--- src/rtl/sync_pkg.sv ---
// Shared constants, types and helpers for the sync_edge_filter slice.
package sync_pkg;

  localparam int SYNC_MIN_STAGES = 2;
  localparam int FILT_MIN_CYCLES = 1;

  // Registered per-channel filter outputs: stable level plus its edge strobes.
  typedef struct packed {
    logic level;
    logic rise;
    logic fall;
  } filt_state_t;

  function automatic int cnt_width(input int filt_cycles);
    return $clog2(filt_cycles + 1);
  endfunction

endpackage

--- src/rtl/sync_edge_filter_if.sv ---
// Channel bundle between the asynchronous inputs and the core for sync_edge_filter.
interface sync_edge_filter_if #(
  parameter int N = 8
);
  logic         ena;
  logic [N-1:0] data_in;
  logic [N-1:0] sync_out;
  logic [N-1:0] data_out;
  logic [N-1:0] rise;
  logic [N-1:0] fall;
  logic         any_change;

  modport master (
    output ena, data_in,
    input  sync_out, data_out, rise, fall, any_change
  );

  modport slave (
    input  ena, data_in,
    output sync_out, data_out, rise, fall, any_change
  );
endinterface

--- src/rtl/sync_bit_filter.sv ---
// One channel: STAGES-deep synchroniser, glitch filter and registered edge strobes.
// Glitch filter enabled by `define SYNC_EDGE_FILTER_EN; otherwise data_out tracks sync_out.
module sync_bit_filter
  import sync_pkg::*;
#(
  parameter int STAGES      = 2,
  parameter int FILT_CYCLES = 4
) (
  input  logic clk,
  input  logic rst_n,
  input  logic ena,
  input  logic d,
  output logic sync_q,
  output logic level,
  output logic rise,
  output logic fall,
  output logic chg_nxt
);

  if (STAGES < SYNC_MIN_STAGES) begin : g_bad_stages
    $error("sync_bit_filter: STAGES must be >= %0d", SYNC_MIN_STAGES);
  end
  if (FILT_CYCLES < FILT_MIN_CYCLES) begin : g_bad_filt
    $error("sync_bit_filter: FILT_CYCLES must be >= %0d", FILT_MIN_CYCLES);
  end

  logic [STAGES-1:0] chain_p0;
  filt_state_t       filt_p1;
  filt_state_t       filt_nxt;

  // Stage 0: synchroniser chain
  always_ff @(posedge clk or negedge rst_n) begin
    if (!rst_n) begin
      chain_p0 <= '0;
    end else if (ena) begin
      chain_p0 <= {chain_p0[STAGES-2:0], d};
    end
  end

  assign sync_q = chain_p0[STAGES-1];

  // Stage 1: level filter and edge strobes
`ifdef SYNC_EDGE_FILTER_EN
  localparam int              CW       = cnt_width(FILT_CYCLES);
  localparam logic [CW-1:0]   CNT_LAST = CW'(FILT_CYCLES - 1);

  logic [CW-1:0] cnt_p1;
  logic [CW-1:0] cnt_nxt;

  always_comb begin
    filt_nxt       = filt_p1;
    filt_nxt.rise  = 1'b0;
    filt_nxt.fall  = 1'b0;
    cnt_nxt        = cnt_p1;
    if (ena) begin
      if (sync_q == filt_p1.level) begin
        cnt_nxt = '0;
      end else if (cnt_p1 == CNT_LAST) begin
        filt_nxt.level = sync_q;
        filt_nxt.rise  = sync_q;
        filt_nxt.fall  = ~sync_q;
        cnt_nxt        = '0;
      end else begin
        cnt_nxt = cnt_p1 + 1'b1;
      end
    end
  end

  always_ff @(posedge clk or negedge rst_n) begin
    if (!rst_n) begin
      cnt_p1 <= '0;
    end else begin
      cnt_p1 <= cnt_nxt;
    end
  end
`else
  always_comb begin
    filt_nxt      = filt_p1;
    filt_nxt.rise = 1'b0;
    filt_nxt.fall = 1'b0;
    if (ena) begin
      filt_nxt.level = sync_q;
      filt_nxt.rise  = sync_q & ~filt_p1.level;
      filt_nxt.fall  = ~sync_q & filt_p1.level;
    end
  end
`endif

  always_ff @(posedge clk or negedge rst_n) begin
    if (!rst_n) begin
      filt_p1 <= '0;
    end else begin
      filt_p1 <= filt_nxt;
    end
  end

  assign level   = filt_p1.level;
  assign rise    = filt_p1.rise;
  assign fall    = filt_p1.fall;
  // Exposed so the top can register any_change on the same edge as the strobes.
  assign chg_nxt = filt_nxt.rise | filt_nxt.fall;

endmodule

--- src/rtl/sync_edge_filter.sv ---
// N-channel synchroniser with per-channel glitch filter and rise/fall strobes.
// Glitch filter enabled by `define SYNC_EDGE_FILTER_EN.
module sync_edge_filter
  import sync_pkg::*;
#(
  parameter int N           = 8,
  parameter int STAGES      = 2,
  parameter int FILT_CYCLES = 4
) (
  input  logic              clk,
  input  logic              rst_n,
  sync_edge_filter_if.slave bus
);

  logic [N-1:0] sync_v;
  logic [N-1:0] level_v;
  logic [N-1:0] rise_v;
  logic [N-1:0] fall_v;
  logic [N-1:0] chg_nxt;
  logic         any_p1;

  for (genvar i = 0; i < N; i++) begin : g_ch
    sync_bit_filter #(
      .STAGES      (STAGES),
      .FILT_CYCLES (FILT_CYCLES)
    ) u_bit (
      .clk     (clk),
      .rst_n   (rst_n),
      .ena     (bus.ena),
      .d       (bus.data_in[i]),
      .sync_q  (sync_v[i]),
      .level   (level_v[i]),
      .rise    (rise_v[i]),
      .fall    (fall_v[i]),
      .chg_nxt (chg_nxt[i])
    );
  end

  // Stage 1: any_change, aligned with the per-channel strobes
  always_ff @(posedge clk or negedge rst_n) begin
    if (!rst_n) begin
      any_p1 <= 1'b0;
    end else begin
      any_p1 <= |chg_nxt;
    end
  end

  assign bus.sync_out   = sync_v;
  assign bus.data_out   = level_v;
  assign bus.rise       = rise_v;
  assign bus.fall       = fall_v;
  assign bus.any_change = any_p1;

endmodule

--- src/flat_wrapper.sv ---
// flat-port wrapper written by rule: the top's interface ports become plain ports
module sync_edge_filter_flat import sync_pkg::*;
#(
  parameter int N           = 8,
  parameter int STAGES      = 2,
  parameter int FILT_CYCLES = 4
)
  (clk, rst_n, bus_ena, bus_data_in, bus_sync_out, bus_data_out, bus_rise, bus_fall, bus_any_change);
  sync_edge_filter_if #(.N(N)) bus_i ();
  input  logic clk;
  input  logic rst_n;
  input wire logic [$bits(bus_i.ena)-1:0] bus_ena;
  input wire logic [$bits(bus_i.data_in)-1:0] bus_data_in;
  output wire logic [$bits(bus_i.sync_out)-1:0] bus_sync_out;
  output wire logic [$bits(bus_i.data_out)-1:0] bus_data_out;
  output wire logic [$bits(bus_i.rise)-1:0] bus_rise;
  output wire logic [$bits(bus_i.fall)-1:0] bus_fall;
  output wire logic [$bits(bus_i.any_change)-1:0] bus_any_change;
  assign bus_i.ena = bus_ena;
  assign bus_i.data_in = bus_data_in;
  assign bus_sync_out = bus_i.sync_out;
  assign bus_data_out = bus_i.data_out;
  assign bus_rise = bus_i.rise;
  assign bus_fall = bus_i.fall;
  assign bus_any_change = bus_i.any_change;
  sync_edge_filter #(.N(N), .STAGES(STAGES), .FILT_CYCLES(FILT_CYCLES)) u_core (.clk(clk), .rst_n(rst_n), .bus(bus_i));
endmodule
--- config.mk ---
export PLATFORM = sky130hd
export DESIGN_NAME = sync_edge_filter_flat
export DESIGN_NICKNAME = d
export VERILOG_FILES = /design/src/rtl/sync_pkg.sv /design/src/rtl/sync_edge_filter_if.sv /design/src/rtl/sync_bit_filter.sv /design/src/rtl/sync_edge_filter.sv /design/src/flat_wrapper.sv
export SDC_FILE = /design/constraint.sdc
export NUM_CORES = 1
export LEC_CHECK = 0
export ABC_AREA = 0
export CAP_MARGIN = 25
export CORE_MARGIN = 1.5
export CORE_UTILIZATION = 35
export CTS_BUF_LIST = sky130_fd_sc_hd__clkbuf_4 sky130_fd_sc_hd__clkbuf_8
export CTS_CLUSTER_SIZE = 14
export DETAILED_ROUTE_END_ITERATION = 16
export GPL_TIMING_DRIVEN = 0
export PLACE_DENSITY = 0.58
export SLEW_MARGIN = 25
export SYNTH_ARGS = -nofsm -noshare
export SYNTH_HDL_FRONTEND = slang
export SYNTH_SLANG_ARGS = --single-unit
--- constraint.sdc ---
create_clock -name clk -period 1.3 [get_ports clk]
set_input_delay 0.39 -clock clk [delete_from_list [all_inputs] [get_ports clk]]
set_output_delay 0.39 -clock clk [all_outputs]
set_load 0.02 [all_outputs]
**Word level (Yosys, flattened, before mapping)**

Index checks and enable logic that the tools add are counted.

- Bits in registers: 41
- Logic and storage cells: 82
- Bits of input ports: 11
- Output and inout bits: 33

- Multiplexer cells: 8
- Reductions and logical operators: 1
- Bitwise logic cells: 40

Operators by type and width:

| kind | number |
|---|---|
| bitwise AND 1 bit | 16 |
| two-way mux 2 bit | 8 |
| NOT 1 bit | 16 |
| OR 1 bit | 8 |
| OR reduction 8 bit | 1 |

**Logic depth before layout (Yosys ltp)**

Gate-level depths: netlist (run 1).

- Depth in word-level cells: 5
- Gate-level depth with buffers: 6

**Cells and area by module**

A second synthesis (run 1) with hierarchy kept.

- Cell total of the unflattened synthesis: 108
- Area total of the unflattened synthesis: 1,572.8 um2

Modules (own cells, without submodules):

| module | cells each | instances | sequential area each (um2) | area each (um2) |
|---|---|---|---|---|
| sync_bit_filter | 13 | 8 | 125.1 | 191.4 |
| sync_edge_filter | 4 | 1 | 25.0 | 41.3 |

**Worst setup path before layout (run 1)**

No wires, ideal clock.

- Path kind: input port to flip-flop
- Start: in bus_ena
- End: reg u_core.any_p1 (netlist: u_core.bus.any_change)
- Required time: 1.161 ns
- Stages: 5
- Library setup time: 0.139 ns
- Setup slack: 0.120 ns
- Arrival time: 1.041 ns
- Cell sequence: buf_6 buf_6 and3_4 nor4_2 nand3_1

RTL lines:

| element | RTL line | text |
|---|---|---|
| start, declared | flat_wrapper.sv:12 | `input wire logic [$bits(bus_i.ena)-1:0] bus_ena;` |
| end signal, assigned | sync_edge_filter.sv:44 | `any_p1 <= \|chg_nxt;` |
| end, declared | sync_edge_filter.sv:20 | `logic any_p1;` |

**Worst setup path in the final report (run 1)**

- Start: reg u_core.g_ch[1].u_bit.filt_p1 (netlist bit u_core.g_ch[1].u_bit.level)
- End: out bus_data_out[1]

RTL lines:

| element | RTL line | text |
|---|---|---|
| start, declared | sync_bit_filter.sv:28 | `filt_state_t filt_p1;` |
| start signal, assigned | sync_bit_filter.sv:93 | `filt_p1 <= filt_nxt;` |
| end, declared | flat_wrapper.sv:15 | `output wire logic [$bits(bus_i.data_out)-1:0] bus_data_out;` |

No word-level cell between the ends.

==> flow_summary.yaml, run 1 <==
timing:
  fin_crit_sh: 1.02
  final-hold-violation-count: 0
  finalSetupTns_ns: -0.0861
  setup-violations-final: 5
  period_minus_slack_ns: 1.33
  rsz0062_at_grt: "yes"
  skew_ns: 0.00385
  setup_ws_ns: -0.0296
  fmax_ghz: 0.752
  slew_headroom: 0.761
  final-max-slew-violation-count: 0
  worst_pin_slew_ns: 0.358
run:
  cap_violations: 0
clocking:
  clock_latency_ns: 0.28
  cts.clk_slew.worst_paths_ns: 0.07
  htree_levels: 2
  cts_tree: "built"
  cts_num_sinks: 41
  clock_path_buffers: 2
  root_buffer: "clkbuf_8"
  cts_buffers: 5
logic_synthesis:
  synth_cells: 136
  synth_seq_cells: 41
  synth_xor_area_frac: 0.00989
  synth_compound_area_frac: 0.0233
  syn-num-nets: 147
  synth_top_family_by_area: "buffers and inverters"
  synth_area_um2: 1770
  synth.distinct_cells: 20
  ys_warn_count: 0
  synth_area_per_cell_um2: 13.0
  yosys.area_share.simple: 0.0960
  synth_fa_ha_area_frac: 0
  synth.mux.area_fraction: 0.127
  seq_area_frac_synth: 0.579
setup_path:
  crit_top_cell: "buf_6"
  slowest_stage: "dfrtp_1"
  arrival_ns: 0.94
  cp_top_family: "flip-flops"
  cp_data_required_time_ns: 0.91
  end_kind: "primary output"
  cpPeakStageDelay_ns: 0.42
  cp_max_fo: 2
  path_class: "reg -> out"
  worstPathCellList: "buf_6 > buf_6"
  crit_buf_inv: 2
  worst_setup_path_start_kind: "flip-flop"
routing:
  detail-route-antenna-nets: 0
  wl_per_cell_um: 13.2
  via_per_inst: 4.24
  dr.pass1.iters: 2
  drt_iter0_markers: 20
  via_count: 1026
  drc: 0
  drt-total-wl_um: 3190
power:
  power_density_nw_per_um2: 1420
  vdd_drop_max_v: 0.000684
  power_leakage_nw: 1.14
grt:
  grt.overflow.total: 0
  antenna_found_initial: 0
  grt_pass1_wl_um: 5340
  grt_usage: 0.131
  grt_pass1_vias: 1104
  grt_max_degree: 33
finish:
  final_util: 0.499
  syn2layout_area_growth_pct: 34.7
  n_antenna_cell: 0
  drive_above_1_share: 0.549
  final_net_count: 186
placed_design:
  dp_hpwl_um: 2260
  place.gp.congestion: 0.720
  io_buffers: 42
floorplan:
  die_h_um: 74.1
  die_area_um2: 5500
  core.rowCount: 25
  core_area_um2: 4790
  start_util: 0.370
  ios: 44
  die_w_um: 74.1
min_path:
  hp-class: "in -> reg"
status:
  outcome: "finished, violations left"
  violations: "setup timing"
-- worst min-delay path, cell delays in order --
cell and delay, ns:
buf_6 0.09, nand2_1 0.06, o21ai_0 0.08
-- power breakdown --
part	leakage [nW]	total, mW	internal, mW	switching, mW
clock	0.0477	0.827	0.442	0.385
combinational	0.579	1.02	0.567	0.454
sequential	0.508	1.55	1.43	0.112
total	1.14	3.39	2.44	0.951
-- final timing paths --
check                                                                  start                                      endpoint  slack (ns)  cells past startpoint
worst max register to register  u_core.g_ch[1].u_bit.chain_p0[1]$_DFFE_PN0P_               u_core.bus.any_change$_DFF_PN0_       -0.03                      4
worst min register to register  u_core.g_ch[4].u_bit.chain_p0[0]$_DFFE_PN0P_  u_core.g_ch[4].u_bit.chain_p0[1]$_DFFE_PN0P_        0.49                      2
max in group asynchronous                                              rst_n        u_core.g_ch[0].u_bit.level$_DFFE_PN0P_        0.37                      3
min in group asynchronous                                              rst_n           u_core.g_ch[0].u_bit.rise$_DFF_PN0_        0.50                      2
worst max-delay path                  u_core.g_ch[1].u_bit.level$_DFFE_PN0P_                               bus_data_out[1]       -0.03                      2
worst min-delay path                                                 bus_ena        u_core.g_ch[7].u_bit.level$_DFFE_PN0P_        0.38                      3
-- metal layers --
metal	global-route usage	share of wire
met2	0.212	0.49
met5	0	0
met1	0.161	0.45
met4	0.0556	0.015
met3	0.0420	0.045
-- logic make-up (layout without fill, tap and decap cells) --
logic type	count (synthesis)	in the layout
flip-flops	41	41
buffers and inverters	41	80
AND/OR/NAND/NOR	25	25
multiplexers	20	20
AO/OA/AOI/OAI	7	7
XOR/XNOR	2	2
-- through the flow --
stage / std cells / area, um^2 / total power [mW] / hold slack (ns) / setup slack, ns
after floorplan: 136 / 1770 / 2.13 / 0.0944 / 0.120
after global placement: 245 / 2280 / 2.49 / 0.463 / -1.07
after detailed placement: 246 / 2290 / 2.52 / 0.274 / -0.231
after CTS: 256 / 2480 / 3.49 / 0.366 / -0.0670
after global routing: 242 / 2390 / 3.56 / 0.409 / -0.0553
final: 242 / 2390 / 3.39 / 0.384 / -0.0296
-- cell type report --
class                           count  area [um^2]
Timing Repair Buffer               59          604
Tap cell                           67         83.8
Buffer                             10         88.8
Sequential cell                    41         1030
Clock buffer                        7         90.1
Fill cell                         433         2400
Multi-Input combinational cell     54          477
Inverter                            4         15.0
-- cell usage in the layout (no fill, tap or decap), types with 2 or more instances in the layout --
cell type and n:
and3b_1 6, buf_2 4, buf_4 13, buf_6 41, clkbuf_8 6, clkdlybuf4s50_1 8
dfrtp_1 40, inv_1 2, inv_2 2, mux2_2 20, nand2_1 5, nor2_1 4
nor3b_1 4, nor4_2 2, o21ai_0 4, o22ai_1 2, xor2_2 2
-- state kept, by name (all words and copies together) (netlist names) --
name	cells
u_core.bus.any_change	1
u_core.g_ch.u_bit.chain_p0	16
u_core.g_ch.u_bit.fall	8
u_core.g_ch.u_bit.level	8
u_core.g_ch.u_bit.rise	8
-- synthesized netlist by cell type --
cell type,n,area share
xor2_1,2,0.0099
and3_1,1,0.0035
clkbuf_1,1,0.0021
nor2_1,4,0.0085
o22ai_1,2,0.0071
buf_2,2,0.0056
o21ai_0,4,0.011
nand2_2,1,0.0035
o41ai_1,1,0.0049
mux2_2,20,0.13
and3_4,1,0.0064
nor4_2,2,0.014
nor3b_1,4,0.017
buf_4,32,0.14
inv_1,4,0.0085
and3b_1,6,0.030
nand2_1,5,0.011
nand3_1,1,0.0028
dfrtp_1,41,0.58
buf_6,2,0.013
-- repair_timing --
item	in CTS	in global routing
pin swaps	3	2
hold endpoints to repair	9	0
setup buffers	15	1
cloned	0	0
gates resized for setup	204	6
setup endpoints to repair	34	21
hold buffers	1	0
Note: power is estimated with default switching activity, not from simulation.
==> run 2, diff against run 1 <==
--- a/config.mk
+++ b/config.mk
@@ -14,6 +14,7 @@
 export DETAILED_ROUTE_END_ITERATION = 16
 export GPL_TIMING_DRIVEN = 0
 export PLACE_DENSITY = 0.58
+export REMOVE_ABC_BUFFERS = 1
 export SLEW_MARGIN = 25
 export SYNTH_ARGS = -nofsm -noshare
 export SYNTH_HDL_FRONTEND = slang
==> run 2 against run 1 <==
  * The run now ends clean
  * First-iteration DRC count grew 95%
  * Clock power grew 8.5%
  * Sequential share of layout area grew 6.8 points
  * Total power shrank 6.8%
  * Worst hold slack gained 0.11 ns
  * Via count shrank 3.5%
  * Cell area shrank 14%
  * Worst setup slack gained 0.065 ns
  * Non-clock buffer count shrank 17
  * Final cell count shrank 6.6%
  * Largest power group unchanged
==> flow_summary.yaml, run 2 (same netlist as run 1, synthesis figures left out) <==
finish:
  mostFrequentLayoutCell: "dfrtp_1"
  drive_above_1_share: 0.491
  fillerInstances: 481
  syn2layout_area_growth_pct: 16.4
  layout_common_cells: "39 x dfrtp_1, 29 x buf_2, 20 x mux2_2"
  largest_reg_flops: 16
  regMostFlops: "u_core.g_ch.u_bit.chain_p0"
  final_net_count: 169
  instances_no_fill: 226
  n_antenna_cell: 0
timing:
  rsz0062_at_grt: "yes"
  worst_pin_slew_ns: 0.442
  final-max-slew-violation-count: 0
  period_minus_slack_ns: 1.26
  fin_crit_sh: 0.972
  setup-violations-final: 0
  slew_headroom: 0.705
  final-hold-violation-count: 0
  fmax_ghz: 0.791
  setup_ws_ns: 0.0358
  skew_ns: 0.00343
grt:
  antenna_found_initial: 0
  grt.overflow.total: 0
  grt_usage: 0.121
  grt_pass1_vias: 967
  grt_max_degree: 44
  grt_pass1_wl_um: 4780
setup_path:
  cp_max_fo: 5
  worst_setup_path_start_kind: "flip-flop"
  arrival_ns: 0.87
  reg2reg_depth: 3
  r2r-start: "u_core.g_ch[0].u_bit.level$_DFFE_PN0P_"
  slowest_stage: "dfrtp_1"
  worstPathCellList: "buf_6"
  end_kind: "primary output"
  path_class: "reg -> out"
  cp_top_family: "flip-flops"
  crit_buf_inv: 1
  r2r-end: "u_core.bus.any_change$_DFF_PN0_"
  cp_data_required_time_ns: 0.91
  r2r_slack_ns: 0.06
  cpPeakStageDelay_ns: 0.43
clocking:
  clock_path_buffers: 2
  root_buffer: "clkbuf_8"
  cts_tree: "built"
  cts_num_sinks: 41
  cts.clk_slew.worst_paths_ns: 0.07
  htree_levels: 2
  clock_latency_ns: 0.29
  cts_buffers: 5
floorplan:
  die_area_um2: 5500
  core_area_um2: 4790
  start_util: 0.370
  ios: 44
  die_h_um: 74.1
  core.rowCount: 25
  die_w_um: 74.1
placed_design:
  io_buffers: 43
  place.gp.congestion: 0.655
  place_inst: 210
  pre_cts_slack_ns: -0.326
  dp_hpwl_um: 2040
min_path:
  hold_end: "u_core.g_ch[7].u_bit.rise$_DFF_PN0_"
  hold_path.startpoint: "u_core.g_ch[7].u_bit.level$_DFFE_PN0P_"
  hp-class: "reg -> reg"
  min_delay_path_depth: 1
power:
  vdd_drop_max_v: 0.000836
  power_leakage_nw: 1.02
  power_density_nw_per_um2: 1530
run:
  cap_violations: 0
routing:
  topRoutingLayerUsed: "met4"
  drt_iter0_markers: 39
  dr_wl_met3_um: 211
  via_count: 990
  dr.pass1.iters: 4
  wl_met1_um: 1310
  wl_per_cell_um: 13.0
  drc: 0
  drt-total-wl_um: 2940
  via_per_inst: 4.38
  wl_met2_um: 1370
  detail-route-antenna-nets: 0
status:
  outcome: "complete, no violations"
run 2: worst max path at each step:
stage                                      end  cells past startpoint                                   start
2_1_floorplan  u_core.bus.any_change$_DFF_PN0_                      3  u_core.g_ch[0].u_bit.level$_DFFE_PN0P_
3_3_place_gp   u_core.bus.any_change$_DFF_PN0_                      4                                 bus_ena
3_5_place_dp   u_core.bus.any_change$_DFF_PN0_                      4                                 bus_ena
4_1_cts                            bus_fall[7]                      1     u_core.g_ch[7].u_bit.fall$_DFF_PN0_
5_1_grt                        bus_data_out[5]                      1  u_core.g_ch[5].u_bit.level$_DFFE_PN0P_
6_report                       bus_data_out[0]                      1  u_core.g_ch[0].u_bit.level$_DFFE_PN0P_
run 2: final cells by class:
class                   count  area (um^2)  area share
repair buffers             52          372       0.180
clock buffers               7         96.3      0.0467
well taps                  67         83.8      0.0407
multi-input cells          54          462       0.224
inverters                   4         15.0     0.00728
clock inverters             1         5.00     0.00243
flip-flops and latches     41         1030       0.499
run 2: timing repair:
action | CTS | global route
endpoints found under the setup margin | 34 | 7
hold endpoints to repair | 6 | 0
pin swaps | 1 | 0
hold buffers | 1 | 0
cloned | 0 | 0
resized for setup | 135 | 11
buffers inserted | 6 | 1
run 2: per-stage QoR:
stage | instance area (um^2) | setup TNS, ns | hold WS (ns) | util | power, mW
4_1_cts | 2030 | 0 | 0.492 | 0.425 | 3.18
2_1_floorplan | 1500 | 0 | 0.0944 | - | 1.92
6_report | 2060 | 0 | 0.490 | 0.431 | 3.16
5_1_grt | 2060 | -0.0291 | 0.508 | 0.431 | 3.34
3_5_place_dp | 2020 | -7.39 | 0.320 | 0.422 | 2.34
3_3_place_gp | 2010 | -89.07 | 0.461 | 0.420 | 2.31
run 2: metal layers:
| metal | GRT usage | vias up |
|---|---|---|
| met5 | 0 | - |
| met4 | 0.0556 | 0 |
| met3 | 0.0569 | 7 |
| met2 | 0.181 | 32 |
| li1 | - | 464 |
| met1 | 0.150 | 487 |
run 2: where the power goes:
| group | switching [mW] | internal [mW] |
|---|---|---|
| logic | 0.394 | 0.336 |
| registers | 0.101 | 1.43 |
| clock network | 0.418 | 0.479 |
